## config.mk

```make
export PLATFORM = sky130hd
export DESIGN_NAME = plm_port_arbiter
export DESIGN_NICKNAME = d
export VERILOG_FILES = /design/src/rtl/plm_port_arbiter.sv
export SDC_FILE = /design/constraint.sdc
export NUM_CORES = 1
export LEC_CHECK = 0
export CAP_MARGIN = 30
export CELL_PAD_IN_SITES_DETAIL_PLACEMENT = 0
export CELL_PAD_IN_SITES_GLOBAL_PLACEMENT = 1
export CORE_UTILIZATION = 17
export CTS_CLUSTER_SIZE = 40
export DETAILED_ROUTE_END_ITERATION = 7
export PLACE_DENSITY_LB_ADDON = 0.3
export SLEW_MARGIN = 15
export SYNTH_ARGS = -nofsm -noshare
export SYNTH_HDL_FRONTEND = slang
export SYNTH_SLANG_ARGS = --single-unit
```

## constraint.sdc

```tcl
create_clock -name clk_i -period 1.94 [get_ports clk_i]
set_input_delay 0.388 -clock clk_i [delete_from_list [all_inputs] [get_ports clk_i]]
set_output_delay 0.388 -clock clk_i [all_outputs]
set_load 0.01 [all_outputs]
```

## src/rtl/plm_port_arbiter.sv

```systemverilog
// Round-robin arbiter sharing one PLM bank port among NCONSUMERS requesters, with read-tag return path.
// Optional per-consumer grant/stall statistics are built only when PLM_PORT_ARB_STATS_EN is defined.
module plm_port_arbiter #(
  parameter int ADDR_WIDTH  = 4,
  parameter int VALUE_WIDTH = 8,
  parameter int NCONSUMERS  = 4,
  parameter int PLM_LATENCY = 1,
  parameter int STATS_WIDTH = 16
) (
  input  logic                                      clk_i,
  input  logic                                      reset_i,
  input  logic [NCONSUMERS-1:0]                     req_valid_i,
  input  logic [NCONSUMERS-1:0]                     req_wr_i,
  input  logic [NCONSUMERS-1:0][ADDR_WIDTH-1:0]     req_addr_i,
  input  logic [NCONSUMERS-1:0][VALUE_WIDTH-1:0]    req_value_i,
  output logic [NCONSUMERS-1:0]                     req_ready_o,
  output logic [ADDR_WIDTH+VALUE_WIDTH:0]           plm_input_o,
  input  logic [VALUE_WIDTH-1:0]                    plm_output_i,
  output logic [NCONSUMERS-1:0]                     rsp_valid_o,
  output logic [VALUE_WIDTH-1:0]                    rsp_data_o,
  output logic [NCONSUMERS-1:0][STATS_WIDTH-1:0]    grant_count_o,
  output logic [NCONSUMERS-1:0][STATS_WIDTH-1:0]    stall_count_o
);

  localparam int IDW = (NCONSUMERS > 1) ? $clog2(NCONSUMERS) : 1;

  if (PLM_LATENCY < 1 || PLM_LATENCY > 4) begin : g_bad_latency
    $error("plm_port_arbiter: PLM_LATENCY must be in 1..4");
  end
  if (NCONSUMERS < 2) begin : g_bad_ncons
    $error("plm_port_arbiter: NCONSUMERS must be at least 2");
  end

  logic [IDW-1:0]                    pivot_q, pivot_d;
  logic                              grant_any;
  logic [IDW-1:0]                    grant_id;
  logic [IDW:0]                      idx_sum;
  logic [PLM_LATENCY-1:0]            tag_v_q;
  logic [PLM_LATENCY-1:0][IDW-1:0]   tag_id_q;

  // Scan pivot, pivot+1, ... wrapping at NCONSUMERS; first valid requester wins.
  always_comb begin
    grant_any = 1'b0;
    grant_id  = '0;
    idx_sum   = '0;
    for (int k = 0; k < NCONSUMERS; k++) begin
      idx_sum = {1'b0, pivot_q} + (IDW+1)'(k);
      if (idx_sum >= (IDW+1)'(NCONSUMERS)) begin
        idx_sum = idx_sum - (IDW+1)'(NCONSUMERS);
      end
      if (!grant_any && req_valid_i[idx_sum[IDW-1:0]]) begin
        grant_any = 1'b1;
        grant_id  = idx_sum[IDW-1:0];
      end
    end
    if (reset_i) begin
      grant_any = 1'b0;
    end
  end

  always_comb begin
    req_ready_o = '0;
    plm_input_o = '0;
    pivot_d     = pivot_q;
    if (grant_any) begin
      req_ready_o[grant_id] = 1'b1;
      plm_input_o = {req_addr_i[grant_id], req_value_i[grant_id], req_wr_i[grant_id]};
      pivot_d     = (grant_id == IDW'(NCONSUMERS-1)) ? '0 : grant_id + 1'b1;
    end
  end

  always_ff @(posedge clk_i) begin
    if (reset_i) begin
      pivot_q  <= '0;
      tag_v_q  <= '0;
      tag_id_q <= '0;
    end else begin
      pivot_q <= pivot_d;
      for (int s = PLM_LATENCY-1; s > 0; s--) begin
        tag_v_q[s]  <= tag_v_q[s-1];
        tag_id_q[s] <= tag_id_q[s-1];
      end
      tag_v_q[0]  <= grant_any && !req_wr_i[grant_id];
      tag_id_q[0] <= grant_id;
    end
  end

  // Responses from reads issued before a reset are suppressed while reset is high.
  always_comb begin
    rsp_valid_o = '0;
    rsp_data_o  = '0;
    if (tag_v_q[PLM_LATENCY-1] && !reset_i) begin
      rsp_valid_o[tag_id_q[PLM_LATENCY-1]] = 1'b1;
      rsp_data_o = plm_output_i;
    end
  end

`ifdef PLM_PORT_ARB_STATS_EN
  logic [NCONSUMERS-1:0][STATS_WIDTH-1:0] grant_cnt_q, grant_cnt_d;
  logic [NCONSUMERS-1:0][STATS_WIDTH-1:0] stall_cnt_q, stall_cnt_d;

  // Saturating counters: hold at all-ones until the next reset.
  always_comb begin
    grant_cnt_d = grant_cnt_q;
    stall_cnt_d = stall_cnt_q;
    for (int i = 0; i < NCONSUMERS; i++) begin
      if (req_ready_o[i] && !(&grant_cnt_q[i])) begin
        grant_cnt_d[i] = grant_cnt_q[i] + 1'b1;
      end
      if (req_valid_i[i] && !req_ready_o[i] && !(&stall_cnt_q[i])) begin
        stall_cnt_d[i] = stall_cnt_q[i] + 1'b1;
      end
    end
  end

  always_ff @(posedge clk_i) begin
    if (reset_i) begin
      grant_cnt_q <= '0;
      stall_cnt_q <= '0;
    end else begin
      grant_cnt_q <= grant_cnt_d;
      stall_cnt_q <= stall_cnt_d;
    end
  end

  assign grant_count_o = grant_cnt_q;
  assign stall_count_o = stall_cnt_q;
`else
  assign grant_count_o = '0;
  assign stall_count_o = '0;
`endif

endmodule
```

== Yosys cells after proc, flatten, opt, wreduce, memory -nomap -nowiden ==
Cells that the tools add are included.

* Flip-flop bits (word level): 5
* Logic and storage cells: 72
* Output and inout port bits: 157
* Input bits: 66

* Muxes and demuxes: 36
* $lt $le $gt $ge: 12
* Add/subtract/negate cells: 8
* Eq/ne operators: 1
* Reductions and logical operators: 12

{| class="wikitable"
|+ Operator list
! cell !! count
|-
| 2-bit by 3-bit < comparator with 1-bit output, second input constant || 6
|-
| 2-bit 2-to-1 mux || 9
|-
| 8-bit binary-select mux with 2-bit select || 1
|-
| 8-bit 2-to-1 mux || 2
|-
| 13-bit 2-to-1 mux || 1
|-
| 1-bit 2-to-1 mux || 12
|-
| 4-bit 2-to-1 mux || 3
|-
| 1-bit binary-select mux with 2-bit select || 5
|-
| 3-bit >= comparator, second input constant || 3
|-
| 4-bit binary-select mux with 2-bit select || 1
|-
| 2-bit by 1-bit subtractor with 2-bit output, second input constant || 4
|-
| 1-bit logical AND || 7
|-
| 2-bit by 2-bit adder with 3-bit output, second input constant || 2
|-
| 1-bit logical NOT || 5
|-
| 1-bit demux with 2-bit select || 2
|-
| 2-bit by 1-bit >= comparator with 1-bit output, second input constant || 2
|-
| 2-bit by 1-bit adder with 3-bit output, second input constant || 1
|-
| 2-bit by 3-bit >= comparator with 1-bit output, second input constant || 1
|-
| 2-bit by 1-bit adder with 2-bit output, second input constant || 1
|-
| 2-bit == test, second input constant || 1
|}

== Longest topological paths before layout ==
Gate-level depths: netlist of run 1.

* Depth in word-level cells: 19
* Depth in mapped cells: 7
* Depth with buffers taken out: 6

== Least setup slack after synthesis of run 1 ==
OpenSTA, ideal clock, no wires.

* Kind: input-to-output
* Start: input port req_valid_i[0]
* End: output port req_ready_o[1]
* Arrival: 1.479 ns
* Required time: 1.552 ns
* Cell stages on the path: 7
* Path buffers: 1
* Setup slack: 0.073 ns
* Path through: a21oi_1 > o21ai_1 > a21oi_1 > buf_2 > inv_1 > ha_1 > and2_1

* Longest elaborated chain between the ends: 17
* Elaborated cells on any way between the ends: 29
* Those cells by class: order compare (2); mux (20); reduce/logical (7)

{| class="wikitable"
|+ Ends and longest elaborated chain
! item !! line !! source
|-
| start: declaration || 12 || <nowiki>input logic [NCONSUMERS-1:0] req_valid_i,</nowiki>
|-
| 1-bit binary-select mux with 2-bit select || 51 || <nowiki>if (!grant_any && req_valid_i[idx_sum[IDW-1:0]]) begin</nowiki>
|-
| 1-bit 2-to-1 mux (not written as such) || 51 ||
|-
| 1-bit 2-to-1 mux || 51 ||
|-
| 1-bit logical NOT || 51 ||
|-
| 1-bit logical AND || 51 ||
|-
| 1-bit 2-to-1 mux || 51 ||
|-
| 1-bit logical NOT || 51 ||
|-
| 1-bit logical AND || 51 ||
|-
| (+2 left out) || -- ||
|-
| 1-bit logical AND || 51 ||
|-
| 2-bit 2-to-1 mux * || 51 ||
|-
| named net grant_id[1] || 36 || <nowiki>logic [IDW-1:0] grant_id;</nowiki>
|-
| 2-bit by 3-bit < comparator with 1-bit output (not written as such) or 2-bit by 1-bit >= comparator with 1-bit output (tied branches) || 66 || <nowiki>req_ready_o[grant_id] = 1'b1;</nowiki>
|-
| 1-bit logical AND (not written as such) || 66 ||
|-
| 1-bit 2-to-1 mux (not written as such) || 66 ||
|-
| 1-bit demux with 2-bit select * || 66 ||
|-
| 4-bit 2-to-1 mux * || 65 || <nowiki>if (grant_any) begin</nowiki>
|-
| end: declaration || 16 || <nowiki>output logic [NCONSUMERS-1:0] req_ready_o,</nowiki>
|}

Mark *: on every way through the listed nets, which the timed path passes. The rest lies on a longest branch. The select of a mux whose other input is x is not followed.

== Worst setup path after layout of run 1 ==
* Start: input port req_valid_i[0]
* End: output port plm_input_o[1]

* Longest elaborated chain between the ends: 15
* Elaborated cells on any way between the ends: 26
* Those cells by class: mux (20); reduce/logical (6)

{| class="wikitable"
|+ Ends and longest elaborated chain
! item !! line !! source
|-
| 1-bit binary-select mux with 2-bit select || 51 ||
|-
| 1-bit 2-to-1 mux (not written as such) || 51 ||
|-
| 1-bit 2-to-1 mux || 51 ||
|-
| 1-bit logical NOT || 51 ||
|-
| 1-bit logical AND || 51 ||
|-
| 1-bit 2-to-1 mux || 51 ||
|-
| 1-bit logical NOT || 51 ||
|-
| 1-bit logical AND || 51 ||
|-
| 1-bit 2-to-1 mux || 51 ||
|-
| 1-bit logical NOT || 51 ||
|-
| 1-bit logical AND || 51 ||
|-
| 2-bit 2-to-1 mux || 51 ||
|-
| 8-bit binary-select mux with 2-bit select || 67 || <nowiki>plm_input_o = {req_addr_i[grant_id], req_value_i[grant_id], req_wr_i[grant_id]};</nowiki>
|-
| 8-bit 2-to-1 mux (not written as such) || 67 ||
|-
| 13-bit 2-to-1 mux * || 65 ||
|-
| end: declaration || 17 || <nowiki>output logic [ADDR_WIDTH+VALUE_WIDTH:0] plm_input_o,</nowiki>
|}

Mark *: on every way between the ends. The rest lies on a longest branch, timed or not. The select of a mux whose other input is x is not followed.

==> impl_metrics.ini, run 1 <==
[run_status]
status = complete, but fails checks
violations = setup timing

[synth]
synth_cells = 228
yosys_warnings = 0
synth_cell_types = 29
ys_seq_area_share_pct = 5.41
synth_top_area_cell = buf_4
ys_ff_latch = 5
synth.avg_cell_area_um2 = 8.11
synth_top_area_share_pct = 52.8
syn-cell-area_um2 = 1850
yosys-top-cells-area = buf_4 (53%), mux2i_1 (15%), o22ai_2 (6.1%), dfxtp_1 (5.4%), and2_1 (4.1%)

[routing]
antenna_left = 0
remaining_drc_errors = 0
totalWireLength_um = 4850
wl_per_cell_um = 9.94
detail_route.iter0.violations = 22
firstDrtPassIters = 2
num_vias = 1544
via_per_inst = 3.16

[sta]
period_share_pct = 113
worst_slack_ns = -0.254
max_freq_ghz = 0.456
fin_skew_ns = 0.00174
setup_violations = 17
final_max_slew_viol_count = 0
rsz0062_at_grt = true
tns_ns = -3.69
min_period_ns = 2.19
finalHoldViolCount = 0

[die]
start_util_pct = 17.8
die_w_um = 106
rows = 37
die_h_um = 106
coreArea_um2 = 10400
die_area_um2 = 11300
io_pins = 223

[cells_and_area]
diodes = 0
final_cells = 488
n_fill_cell = 1123
ff_latch_area_um2 = 105
synthToLayoutAreaGrowth_pct = 67.7
multi_input_area_um2 = 1520
fin_nets = 423
drive_gt1_share_pct = 31.0

[critical_path]
crit_type = input pin to primary output
path_max_fanout = 6
cp.arrival_ns = 1.81
regToRegSetupSlack_ns = 0.20
cp.required_ns = 1.55
cp-start-kind = input pin
critPathLaunch = req_valid_i[0]
rr_worst_depth = 9
r2r-end = tag_v_q$_SDFF_PP0_
crit_end = plm_input_o[1]
r2r-start = pivot_q[1]$_SDFFE_PP0P_
critPathCaptureType = primary output

[cts]
numCtsBuffers = 3
cts_sinks = 5
cts_tree = yes
hold_buffers = 0
clk_pin_slew_ns = 0.03
htreeDepth = 1
cts_buffer_depth = 2
clockRootBuffer = clkbuf_8
clock_latency_ns = 0.22

[pwr]
ir_drop_mv = 0.249
pwr_density_cell_nw_per_um2 = 519
p_leak_nw = 1.47

[grt]
use_met1_pct = 8.75
antenna_found_initial = 0
grt_pass1_vias = 1317
met3_usage_pct = 1.72
met2_usage_pct = 13.9
grt_pass1_wl_um = 6560
grtUsageTotal_pct = 7.39
grt_max_degree = 20
gr-total-overflow = 0
top_usage_layer = met2

[placed_design]
globalplace.congestion = 0.664
hpwl_um = 3470
io_buffers = 94
dpl_worst_slack_ns = -1.02
dp_cells = 466

[job]
drv_cap = 0

[min_path]
min_path_type = flip-flop to flip-flop
[area by class of cell]
type / count / share of cell area, %
tap: 136 / 5.49
clock buffer: 4 / 1.45
multi-input combinational: 211 / 48.9
timing repair buffer: 126 / 39.8
sequential: 5 / 3.39
inverter: 6 / 0.969
[synth_stat cells]
cell,n
nor4_1,1
clkbuf_1,1
o22ai_1,5
and3_1,1
nor2_1,5
mux2_2,1
nand2_4,2
inv_2,2
dfxtp_1,5
mux2i_1,27
buf_6,2
nand2_1,1
a211oi_1,1
a22o_1,1
buf_4,130
nor3b_1,1
mux2_1,1
nand2b_1,2
o22ai_2,9
inv_1,4
and3b_1,1
conb_1,1
a211oi_4,1
ha_1,4
buf_2,1
o21ai_1,1
nor2b_1,1
a21oi_1,4
and2_1,12
[worst max-delay path, stage by stage]
cell	delay, ns
buf_2	0.15
a21oi_4	0.17
o21ai_4	0.08
a21oi_4	0.17
buf_12	0.14
buf_12	0.13
buf_6	0.11
mux2i_4	0.21
o22ai_2	0.10
buf_2	0.14
[cells by family after synthesis]
kind of cell,after synthesis,synth area share [%]
multiplexers,29,15.8
AND/OR/NAND/NOR,27,9.07
flip-flops,5,5.41
AO/OA/AOI/OAI,22,11.1
other,1,0.203
adder cells (fa/ha/maj),4,2.71
buffers and inverters,140,55.7
[power by group]
group          internal, W  total (W)  switching (W)
Combinational     0.000682    0.00128       0.000599
Clock             0.000141   0.000187      0.0000465
Sequential        0.000125   0.000140      0.0000151
Total             0.000948    0.00161       0.000660
[worst min-delay path by stage]
stage | slack, ns | startpoint | end | cells past startpoint
floorplan | 0.46 | reset_i | pivot_q[1]$_SDFFE_PP0P_ | 1
global placement | 0.60 | pivot_q[0]$_SDFFE_PP0P_ | pivot_q[0]$_SDFFE_PP0P_ | 3
detailed placement | 0.59 | pivot_q[0]$_SDFFE_PP0P_ | pivot_q[0]$_SDFFE_PP0P_ | 3
CTS | 0.64 | pivot_q[1]$_SDFFE_PP0P_ | pivot_q[1]$_SDFFE_PP0P_ | 3
global route | 0.68 | reset_i | tag_id_q[1]$_SDFF_PP0_ | 3
finish | 0.65 | pivot_q[1]$_SDFFE_PP0P_ | pivot_q[1]$_SDFFE_PP0P_ | 3
[metal layers]
metal  routed length, um  part of all wire [%]  vias to the layer above
li1                    -                     -                      742
met1                1910                    39                      673
met2                2430                    50                      129
met3                 512                    11                        0
met4                   0                     0                        0
met5                   0                     0                        -
[through the flow]
step                total power, W  cell area [um^2]  util [%]  hold WS (ns)
detailed placement         0.00106              2590      24.9         0.587
floorplan                 0.000826              2330         -         0.460
global placement           0.00106              2590      24.9         0.603
global route               0.00172              3100      29.8         0.683
finish                     0.00161              3100      29.8         0.650
CTS                        0.00147              2900      27.9         0.638
[state kept, by name (all words and copies together) (netlist names)]
name and cells:
tag_id_q 2, tag_v_q 1, pivot_q 2
[cell usage in the layout, fill, tap and decap left out, drive strengths merged]
master / synthesis / routed
inv: 6 / 6
and3: 1 / 1
mux2i: 27 / 27
clkdlybuf4s15: 0 / 6
nand2b: 2 / 2
a22o: 1 / 1
dfxtp: 5 / 5
nand2: 3 / 4
dlygate4sd2: 0 / 7
buf: 133 / 52
o22ai: 14 / 14
nor4: 1 / 1
and3b: 1 / 1
nor2b: 1 / 1
o21ai: 1 / 1
a21oi: 4 / 4
mux2: 2 / 2
clkbuf: 1 / 5
clkdlybuf4s50: 0 / 60
and2: 12 / 12
nor3b: 1 / 1
nor2: 5 / 5
a211oi: 2 / 2
conb: 1 / 128
ha: 4 / 4
[timing repair]
item,CTS,global route
endpoints found under the hold margin,0,0
cloned,4,1
buffers inserted,13,1
gates resized for setup,153,27
pin swaps,13,13
setup endpoints to repair,31,18
(Power assumes the default switching activity.)
==> inputs of run 2 (changes only) <==
- CORE_UTILIZATION: 17 -> 15
- TNS_END_PERCENT: default -> 5
- clock period: 1.94 -> 1.8 ns (I/O delays scaled with it)
==> run 2 against run 1 <==
  * The flow still finishes with violations (setup timing)
  * Cell count grew 1.2%
  * Via count increased by 0.71%
  * Critical path depth down 2
  * Count of clock-buffer cells in the layout unchanged
  * Cell area down 6.0%
  * Sequential share of layout area is 0.13 points higher
  * Total power up 8.8%
  * Clock power rose by 94%
  * Setup slack worse by 0.095 ns
  * Clock skew is essentially flat
==> impl_metrics.ini, run 2 (synthesis results as in run 1) <==
[run_status]
status = complete, but fails checks
violations = setup timing

[die]
die_w_um = 113
die_area_um2 = 12800
start_util_pct = 15.4
coreArea_um2 = 12000
io_pins = 223
die_h_um = 113
rows = 40

[grt]
met3_usage_pct = 1.34
antenna_found_initial = 0
use_met1_pct = 7.89
gr-total-overflow = 0
grt_pass1_vias = 1308
grt_max_degree = 12
grt_pass1_wl_um = 6500
grtUsageTotal_pct = 6.57
top_usage_layer = met2
met2_usage_pct = 12.1

[routing]
num_vias = 1555
detail_route.iter0.violations = 15
antenna_left = 0
totalWireLength_um = 4880
remaining_drc_errors = 0
via_per_inst = 3.15
firstDrtPassIters = 3
wl_per_cell_um = 9.88

[min_path]
min_path_type = flip-flop to flip-flop

[cells_and_area]
reg_top3 = pivot_q: 2 flops, tag_id_q: 2 flops, tag_v_q: 1 flops
layout_common_cells = conb_1 (128), clkdlybuf4s50_1 (60), buf_2 (19), mux2i_1 (16), buf_4 (14)
drive_gt1_share_pct = 31.4
postLayoutCoreUtil_pct = 24.3
final_common_cell = conb_1
synthToLayoutAreaGrowth_pct = 57.6
fin_nets = 418
diodes = 0

[critical_path]
critPathCaptureType = primary output
regToRegSetupSlack_ns = 0.11
cp-start-kind = flip-flop
cp.required_ns = 1.44
path_max_fanout = 6
cp.arrival_ns = 1.79
crit_type = flip-flop to primary output

[cts]
clockRootBuffer = clkbuf_16
hold_buffers = 0
cts_buffer_depth = 2
cts_tree = yes
htreeDepth = 1
cts_sinks = 5
clock_latency_ns = 0.23
clk_pin_slew_ns = 0.03
numCtsBuffers = 3

[placed_design]
hpwl_um = 3660
io_buffers = 94
globalplace.congestion = 0.788

[pwr]
ir_drop_mv = 0.235
power_w = 0.00175
p_leak_nw = 1.42
pwr_density_cell_nw_per_um2 = 601

[sta]
final_max_slew_viol_count = 0
worst_slack_ns = -0.349
rsz0062_at_grt = true
finalHoldViolCount = 0
holdWs_ns = 0.578
fin_skew_ns = 0.00163
tns_ns = -5.04
setup_violations = 17
period_share_pct = 119
min_period_ns = 2.15
max_freq_ghz = 0.465

[job]
drv_cap = 0
[run 2: cell count changes in the layout (fill, tap and decap cells not counted), sizes merged]
cell / delta
clkbuf: +10
clkdlybuf4s15: -4
nand2: -1
buf: -4
dlygate4sd2: -6
[run 2: metrics by stage]
| stage | setup slack, ns | cells | instance area, um^2 |
|---|---|---|---|
| 3_3_place_gp | -1.09 | 480 | 2630 |
| 6_report | -0.349 | 494 | 2920 |
| 4_1_cts | -0.387 | 494 | 2880 |
| 2_1_floorplan | -0.00851 | 355 | 2330 |
| 5_1_grt | -0.439 | 494 | 2920 |
| 3_5_place_dp | -1.09 | 480 | 2630 |
[run 2: cell type report]
class / count / area [um^2]
clock buffer: 4 / 78.8
fill: 1334 / 9100
inverter: 6 / 27.5
multi-input combinational: 210 / 1380
sequential: 5 / 103
tap: 147 / 184
timing repair buffer: 122 / 1140
[run 2: critical path, stage by stage (launching register included)]
cell and delay, ns:
dfxtp_2 0.32, a21oi_2 0.13, o21ai_2 0.09, a21oi_4 0.23, buf_6 0.16, buf_16 0.14, mux2i_2 0.24, o22ai_2 0.11
buf_2 0.15
[run 2: timing repair]
action,CTS,global route
gates cloned,3,1
gates resized for setup,141,36
setup buffers,7,0
setup endpoints to repair,31,30
pin swaps,17,3
[run 2: power breakdown]
part,leakage (nW),total [W],internal (W),switching (W)
clock,0.0382,0.000363,0.000293,0.0000697
sequential,0.0420,0.000147,0.000133,0.0000134
combinational,1.34,0.00124,0.000653,0.000588
[run 2: path summary, 6_finish.rpt]
check,startpoint,to,cells after the start
setup / recovery,pivot_q[1]$_SDFFE_PP0P_,plm_input_o[5],8
setup reg to reg,pivot_q[1]$_SDFFE_PP0P_,tag_v_q$_SDFF_PP0_,8
hold / removal,pivot_q[0]$_SDFFE_PP0P_,pivot_q[0]$_SDFFE_PP0P_,3
hold reg to reg,pivot_q[0]$_SDFFE_PP0P_,pivot_q[0]$_SDFFE_PP0P_,3
[run 2: routing by layer]
layer	up-vias	part of all wire, %
met3	2	9.5
met2	125	49
met4	0	0.29
li1	736	-
met1	692	41
met5	-	0
